File: config.mk
export PLATFORM = sky130hd
export DESIGN_NAME = prog_loader
export DESIGN_NICKNAME = d
export VERILOG_FILES = /design/src/rtl/prog_loader.sv
export SDC_FILE = /design/constraint.sdc
export NUM_CORES = 1
export LEC_CHECK = 0
export BUFFER_PORTS_ARGS = -buffer_cell sky130_fd_sc_hd__buf_2
export CAP_MARGIN = 25
export CELL_PAD_IN_SITES_DETAIL_PLACEMENT = 1
export CELL_PAD_IN_SITES_GLOBAL_PLACEMENT = 1
export CORE_ASPECT_RATIO = 0.9
export CORE_UTILIZATION = 30
export CTS_BUF_LIST = sky130_fd_sc_hd__clkbuf_8 sky130_fd_sc_hd__clkbuf_16
export DETAILED_ROUTE_END_ITERATION = 12
export GPL_ROUTABILITY_DRIVEN = 0
export PLACE_DENSITY_LB_ADDON = 0.1
export SYNTH_ARGS = -nofsm -noshare
export SYNTH_HDL_FRONTEND = slang
export SYNTH_SLANG_ARGS = --single-unit
File: constraint.sdc
create_clock -name clk -period 4.2 [get_ports clk]
set_clock_uncertainty 0.15 [all_clocks]
set_input_delay 1.26 -clock clk [delete_from_list [all_inputs] [get_ports clk]]
set_output_delay 1.26 -clock clk [all_outputs]
set_load 0.01 [all_outputs]
File: src/rtl/prog_loader.sv
// Program loader and boot sequencer: streams an image into memory while the core is held
// in reset, optionally verifies it by checksum readback, then releases the core with a start pulse.
module prog_loader #(
    parameter int ADDR_WIDTH    = 16,
    parameter int DATA_WIDTH    = 8,
    parameter int VERIFY        = 1,
    parameter int RELEASE_DELAY = 2
) (
    input  logic                  clk,
    input  logic                  reset,
    input  logic                  start,
    input  logic [ADDR_WIDTH-1:0] load_base,
    input  logic [ADDR_WIDTH-1:0] load_len,
    input  logic                  s_valid,
    output logic                  s_ready,
    input  logic [DATA_WIDTH-1:0] s_data,
    output logic                  mem_we,
    output logic [ADDR_WIDTH-1:0] mem_addr,
    output logic [DATA_WIDTH-1:0] mem_din,
    input  logic [DATA_WIDTH-1:0] mem_dout,
    output logic                  own_bus,
    output logic                  core_reset_n,
    output logic                  trigger,
    output logic                  busy,
    output logic                  done,
    output logic                  error
);

    typedef enum logic [2:0] {
        S_IDLE,
        S_WRITE,
        S_VERIFY,
        S_RELEASE,
        S_RUN,
        S_ERROR
    } state_t;

    localparam int REL_W = (RELEASE_DELAY > 1) ? $clog2(RELEASE_DELAY) : 1;

    state_t                state, next_state;
    logic [ADDR_WIDTH-1:0] base_q, len_q, cnt;
    logic [DATA_WIDTH-1:0] wr_sum, rd_sum;
    logic [REL_W-1:0]      rel_cnt;

    logic handshake, last_write, verify_end, sums_match;
    logic core_reset_n_d, own_bus_d, trigger_d, busy_d, done_d, error_d;

    assign last_write = handshake && (cnt == len_q - 1'b1);
    assign verify_end = (cnt == len_q);
    // The final readback word arrives in the last VERIFY cycle, so it is folded in here.
    assign sums_match = ((rd_sum + mem_dout) == wr_sum);

    // State register plus session datapath.
    // NOTE: every sequential assignment uses <= so all registers update from the same pre-edge values.
    always_ff @(posedge clk) begin
        if (reset) begin
            state        <= S_IDLE;
            base_q       <= '0;
            len_q        <= '0;
            cnt          <= '0;
            wr_sum       <= '0;
            rd_sum       <= '0;
            rel_cnt      <= '0;
            core_reset_n <= 1'b0;
            own_bus      <= 1'b1;
            trigger      <= 1'b0;
            busy         <= 1'b0;
            done         <= 1'b0;
            error        <= 1'b0;
        end else begin
            state        <= next_state;
            core_reset_n <= core_reset_n_d;
            own_bus      <= own_bus_d;
            trigger      <= trigger_d;
            busy         <= busy_d;
            done         <= done_d;
            error        <= error_d;
            rel_cnt      <= (state == S_RELEASE) ? rel_cnt + 1'b1 : '0;

            case (state)
                S_IDLE, S_RUN, S_ERROR: begin
                    if (start) begin
                        base_q <= load_base;
                        len_q  <= load_len;
                        cnt    <= '0;
                        wr_sum <= '0;
                        rd_sum <= '0;
                    end
                end
                S_WRITE: begin
                    if (handshake) begin
                        wr_sum <= wr_sum + s_data;
                        cnt    <= last_write ? '0 : cnt + 1'b1;
                    end
                end
                S_VERIFY: begin
                    if (cnt != '0) begin
                        rd_sum <= rd_sum + mem_dout;
                    end
                    cnt <= verify_end ? '0 : cnt + 1'b1;
                end
                default: ;
            endcase
        end
    end

    // Next-state logic.
    // NOTE: next_state is defaulted before the case so no path leaves it unassigned (no latch).
    always_comb begin
        next_state = state;
        case (state)
            S_IDLE, S_RUN, S_ERROR: begin
                if (start) begin
                    next_state = (load_len != '0) ? S_WRITE : S_RELEASE;
                end
            end
            S_WRITE: begin
                if (last_write) begin
                    next_state = (VERIFY != 0) ? S_VERIFY : S_RELEASE;
                end
            end
            S_VERIFY: begin
                if (verify_end) begin
                    next_state = sums_match ? S_RELEASE : S_ERROR;
                end
            end
            S_RELEASE: begin
                if (rel_cnt == REL_W'(RELEASE_DELAY - 1)) begin
                    next_state = S_RUN;
                end
            end
            default: next_state = S_IDLE;
        endcase
    end

    // Outputs: memory port is combinational; flags are computed from next_state and registered.
    always_comb begin
        s_ready   = (state == S_WRITE) && !reset;
        handshake = s_valid && s_ready;
        mem_we    = handshake;
        mem_din   = handshake ? s_data : '0;
        if (handshake || ((state == S_VERIFY) && !reset)) begin
            mem_addr = base_q + cnt;
        end else begin
            mem_addr = '0;
        end

        core_reset_n_d = (next_state == S_RUN);
        own_bus_d      = (next_state != S_RUN);
        done_d         = (next_state == S_RUN);
        trigger_d      = (next_state == S_RUN) && (state != S_RUN);
        error_d        = (next_state == S_ERROR);
        busy_d         = (next_state == S_WRITE) || (next_state == S_VERIFY) ||
                         (next_state == S_RELEASE);
    end

endmodule

==> reports/metrics.yaml, run 1 <==
status: "finished clean"
htreeDepth: 3
syn2layout_area_growth_pct: 19.7
dp_hpwl_mm: 12.9
synthFlopType: "dfxtp_1"
wl_per_cell_um: 17.0
drc_errors: 0
drt_pre_antenna_iters: 4
cts_sinks: 73
synth-edff-count: 0
critical_path.endpoint_type: "primary output"
vias: 5253
required_ps: 2790
synth_compound_area_share_pct: 20.0
drv_cap: 0
final_layout_size_suffix_gt1_share_pct: 18.5
intPower_mw: 1.36
yosysWarnings: 0
diodes: 0
chipWidth_um: 142
setup_viol_count_final: 0
cp_max_fo: 4
stdcell_area_mm2: 0.00636
placed_cell_area_mm2: 0.00602
coreArea_mm2: 0.0171
crit_type: "in -> out"
crit_arrival_ps: 2690
final_core_util_pct: 37.1
instances_no_fill: 999
worst_slack_ps: 104
synth.ff_latch_count: 73
die_h_um: 128
synth_cell_type_count: 69
total_power_mw: 1.91
clockPowerShare_pct: 43.2
fin_crit_ps: 4100
grt_pass1_vias: 5292
grt_max_degree: 78
grt_antenna_before_repair: 0
synth_commonest_cells: "nand2_1, dfxtp_1, a21oi_1"
syn_avg_cell_area_um2: 7.75
initial_core_util_pct: 31.0
drt_first_iter_violations: 197
yosys.area_share.simple_pct: 28.5
relSlewSlack_pct: 45.8
worst_slew_pin_slew_ps: 813
power.density_mw_per_mm2: 301
track_usage_pct: 19.5
overflow: 0
syn_nets: 772
clk_latency_ps: 350
cts_tree: "done"
setup_tns_ps: 0
max_freq_mhz: 244
whs_ps: 313
p_leak_nw: 2.67
rsz0062_at_grt: "no"
switchingPower_mw: 0.549
synth_top_family_by_area: "simple AND/OR/NAND/NOR gates"
synth.area.top_cells: "dfxtp_1, ha_1, nand2_1"
swShare_pct: 28.7
syn_area_mm2: 0.00531
io_pins: 84
synthArstFlopShare_pct: 0
postSynthCellCount: 685
ys_seq_area_share_pct: 27.5
die_area_mm2: 0.0182
synth_xor_area_share_pct: 9.89
cts.path.max_buffers: 2
grt_pass1_wl_mm: 27.8
post_cts_buffers: 0
pwr-share-seq_pct: 39.3
totalWireLength_mm: 17.0
synthAdderAreaFrac_pct: 8.67
cts_inserted_buffers: 9
worstSetupStartpointType: "primary input"
ir_drop_v: 0.000208
fin_crit_sh_pct: 97.5
synth_largest_area_cell: "dfxtp_1"
hold_viol_final: 0
finalMaxSlewViolations: 0
synth_top_area_share_pct: 27.5
nets: 846
viasPerCell: 5.26
drtAntennaViolNets: 0
synth_most_common_cell: "nand2_1"
synthMuxAreaShare_pct: 0.589
hp-class: "reg -> reg"
io_buffers: 83
combPwrFrac_pct: 17.5
preCtsSetupSlack_ps: 44.6
clkSlewWorstSetupHoldPaths_ps: 60
rows: 45
dp_cells: 983
cts-root-buf: "clkbuf_16"
path summary, 6_finish.rpt:
path                                              from                endpoint  slack (ps)  cells after the start
worst min register to register  base_q[8]$_SDFFE_PP0P_  base_q[8]$_SDFFE_PP0P_         310                      2
worst max-delay path                             reset             mem_addr[9]         100                      7
worst max register to register  rd_sum[0]$_SDFFE_PP0P_        error$_SDFF_PP0_        1000                     11
worst min-delay path            base_q[8]$_SDFFE_PP0P_  base_q[8]$_SDFFE_PP0P_         310                      2
power groups by stage:
stage	Clock, mW	Sequential, mW	Combinational (mW)
6_report	0.827	0.752	0.334
5_1_grt	0.875	0.756	0.375
4_1_cts	0.851	0.752	0.337
3_5_place_dp	0	0.767	0.334
3_3_place_gp	0	0.766	0.323
2_1_floorplan	0	0.753	0.229
metal layers:
metal | vias to the layer above | wire length [um] | track usage [%] | share of wire (%)
met2 | 104 | 7390 | 30.2 | 43
met3 | 14 | 678 | 2.84 | 4.0
li1 | 2620 | - | - | -
met5 | - | 0 | 0 | 0
met4 | 0 | 257 | 7.15 | 1.5
met1 | 2515 | 8690 | 27.3 | 51
state kept, by name (all words and copies together), names as in the netlist:
register and cells:
len_q 16, cnt 16, busy 1, rd_sum 8, trigger 1, state 3
rel_cnt 1, error 1, wr_sum 8, own_bus 1, done 1, base_q 16
placed cells by master (no fill, tap or decap), drive strengths merged, types with 4 or more instances in the layout:
cell / n
buf: 105
nand2: 88
dfxtp: 73
a21oi: 62
nor2: 51
xor2: 36
ha: 32
xnor2: 24
inv: 24
nand3: 18
nor3: 17
o21ai: 17
and3: 14
nand4: 14
a311oi: 14
nor4: 13
and2: 12
o211ai: 11
nand2b: 11
a31oi: 9
clkbuf: 9
or3: 8
nor2b: 7
nor4b: 7
nor3b: 7
nand3b: 6
a21o: 5
or2: 5
and4: 4
or4: 4
a2111oi: 4
cell type report:
type / instances / area, um^2
Fill cell: 2162 / 10800
Multi-Input combinational cell: 547 / 3620
Sequential cell: 73 / 1460
Timing Repair Buffer: 105 / 581
Tap cell: 235 / 294
Clock buffer: 9 / 225
Clock inverter: 7 / 86.3
Inverter: 23 / 86.3
cells by family (layout without fill, tap and decap cells):
| family | count (synthesis) | in the layout |
|---|---|---|
| muxes | 3 | 3 |
| AOI/OAI and AO/OA | 159 | 159 |
| xor gates and xnor gates | 60 | 60 |
| DFF | 73 | 73 |
| adders and majority gates | 35 | 35 |
| and+or+nand+nor | 290 | 290 |
| buffers and inverters | 65 | 144 |
critical path: stages:
cell and delay [ps]:
buf_2 100, or4b_4 500, inv_2 130, nor2_1 80, or3_1 380, nor2_1 90, buf_2 130
repair_timing:
| action | in CTS | in global routing |
|---|---|---|
| resized for setup | 1 | 5 |
| pin swaps | 0 | 1 |
| setup endpoints to repair | 1 | 3 |
| hold buffers | 0 | 0 |
Power figures use the tool's default switching activity.
==> run 2: changes to the inputs <==
CTS_BUF_LIST = sky130_fd_sc_hd__clkbuf_8   (was sky130_fd_sc_hd__clkbuf_8 sky130_fd_sc_hd__clkbuf_16)
REMOVE_ABC_BUFFERS = 1   (was unset)
==> run 2 against run 1 <==
Register-to-register slack worse by 70 ps. Highest routed layer unchanged. Sequential cell count unchanged. Critical path type unchanged. Non-clock buffer count grew 3. Largest cell class unchanged. Design area down 0.45%.
==> reports/metrics.yaml, run 2 (same netlist as run 1, synthesis figures left out) <==
rsz0062_at_grt: "no"
io_buffers: 83  # unchanged
largest_registers: "base_q x16, cnt x16, len_q x16"
setup.reg_to_reg.worst_slack_ps: 930  # -70 ps
track_usage_pct: 19.0  # -0.55 points
vias: 5242  # -0.21%
post_cts_buffers: 0  # unchanged
grt_max_degree: 45  # -42%
critical_path.endpoint_type: "primary output"
chipWidth_um: 142  # unchanged
hp-start: "base_q[14]$_SDFFE_PP0P_"
grt_antenna_before_repair: 0  # unchanged
multi_input_comb_area_mm2: 0.00366  # +0.90%
nFillCells: 2129  # -1.5%
startpoint: "reset"
routed.top_layer: "met4"
switchingPower_mw: 0.524  # -4.6%
wl_met3_um: 566  # -17%
drtAntennaViolNets: 0  # unchanged
status: "finished clean"
ir_drop_v: 0.000128  # -38%
fin_crit_ps: 4130  # +29.8 ps
cts.path.max_buffers: 2  # unchanged
wl_per_cell_um: 16.4  # -3.6%
clockPowerShare_pct: 36.0  # -7.2 points
drt_first_iter_violations: 157  # -20%
worst_slew_pin_slew_ps: 685  # -128 ps
clkSlewWorstSetupHoldPaths_ps: 80  # +20 ps
intPower_mw: 1.17  # -14%
die_area_mm2: 0.0182  # unchanged
drc_errors: 0  # unchanged
p_leak_nw: 2.63  # -1.5%
preCtsSetupSlack_ps: -61.2  # -106 ps
drt-met1-wl_mm: 8.32  # -4.2%
htreeDepth: 3  # unchanged
diodes: 0  # unchanged
clk_latency_ps: 370  # +20 ps
grt_pass1_wl_mm: 27.2  # -2.4%
drt_pre_antenna_iters: 4  # unchanged
finalMaxSlewViolations: 0  # unchanged
hold_viol_final: 0  # unchanged
coreArea_mm2: 0.0171  # unchanged
cp_max_fo: 4  # unchanged
cts_tree: "done"
layout_common_cells: "nand2_1, buf_2, dfxtp_1"
overflow: 0  # unchanged
die_h_um: 128  # unchanged
whs_ps: 316  # +3.35 ps
wl_met2_mm: 7.38  # -0.19%
hp-class: "reg -> reg"
syn2layout_area_growth_pct: 19.2
viasPerCell: 5.23  # -0.51%
crit_arrival_ps: 2720  # +30 ps
regToRegStartpoint: "len_q[0]$_SDFFE_PP0P_"
crit_type: "in -> out"
power.density_mw_per_mm2: 268  # -11%
final_common_cell: "nand2_1"
initial_core_util_pct: 31.0  # unchanged
cts_sinks: 73  # unchanged
setup_viol_count_final: 0  # unchanged
grt_pass1_vias: 5255  # -0.70%
final_layout_size_suffix_gt1_share_pct: 19.6  # +1.1 points
combPwrFrac_pct: 19.7  # +2.2 points
required_ps: 2790  # about the same
nets: 849  # +0.35%
seq_area_mm2: 0.00146  # unchanged
cts-root-buf: "clkbuf_8"
worstSetupStartpointType: "primary input"
io_pins: 84  # unchanged
max_freq_mhz: 242  # -0.72%
swShare_pct: 30.8  # +2.1 points
dp_hpwl_mm: 12.6  # -2.5%
rows: 45  # unchanged
pwr-share-seq_pct: 44.2  # +4.9 points
drv_cap: 0  # unchanged
cts_inserted_buffers: 9  # unchanged
worst_slack_ps: 74.5  # -29.8 ps
fin_crit_sh_pct: 98.2  # +0.71 points
totalWireLength_mm: 16.5  # -3.3%
relSlewSlack_pct: 53.9  # +8.0 points
run 2: cell count changes in the layout (fill, tap and decap cells not counted), moves of 2 or more:
cell	before	now
clkinv_2	3	1
clkbuf_16	9	0
buf_4	22	24
clkbuf_8	0	12
run 2: final timing paths:
kind / cells past startpoint / end
worst max-delay path: 7 / mem_addr[9]
worst min-delay path: 2 / base_q[14]$_SDFFE_PP0P_
worst max register to register: 10 / cnt[9]$_SDFFE_PP0P_
worst min register to register: 2 / base_q[14]$_SDFFE_PP0P_
run 2: metrics by stage:
stage | util, % | instances | power, mW | setup TNS (ps) | instance area (um^2)
final | 37.0 | 1002 | 1.70 | 0 | 6330
after global routing | 37.0 | 1002 | 1.80 | 0 | 6330
after floorplan | - | 643 | 0.963 | -201 | 5140
after CTS | 36.8 | 1002 | 1.72 | 0 | 6290
after global placement | 35.4 | 986 | 1.09 | -99.4 | 6050
after detailed placement | 35.4 | 986 | 1.10 | -80.6 | 6050
run 2: layer usage:
layer,GRT usage [%],vias to the layer above
li1,-,2622
met1,26.0,2514
met2,30.3,94
met3,3.32,12
met4,5.25,0
met5,0,-
run 2: power by group through the flow:
stage | Clock [mW] | Combinational [mW] | Sequential [mW]
2_1_floorplan | 0 | 0.207 | 0.757
3_3_place_gp | 0 | 0.326 | 0.766
3_5_place_dp | 0 | 0.336 | 0.767
4_1_cts | 0.632 | 0.339 | 0.751
5_1_grt | 0.664 | 0.376 | 0.756
6_report | 0.612 | 0.335 | 0.751
run 2: final cells by class:
type / instances / share of cell area, %
multi-input cells: 547 / 57.8
flip-flops and latches: 73 / 23.1
well taps: 235 / 4.65
repair buffers: 108 / 9.73
clock inverters: 4 / 0.791
inverters: 23 / 1.36
clock buffers: 12 / 2.61
run 2: timing repair:
item                                    in CTS  in global routing
pin swaps                                    1                  2
hold buffers                                 0                  0
gates resized for setup                      6                  6
endpoints found under the setup margin       3                  4
run 2: critical path, stage by stage:
cell and delay (ps):
buf_2 120, or4b_4 510, inv_2 90, nor2_2 70
or3_1 380, nor2_1 130, buf_2 150
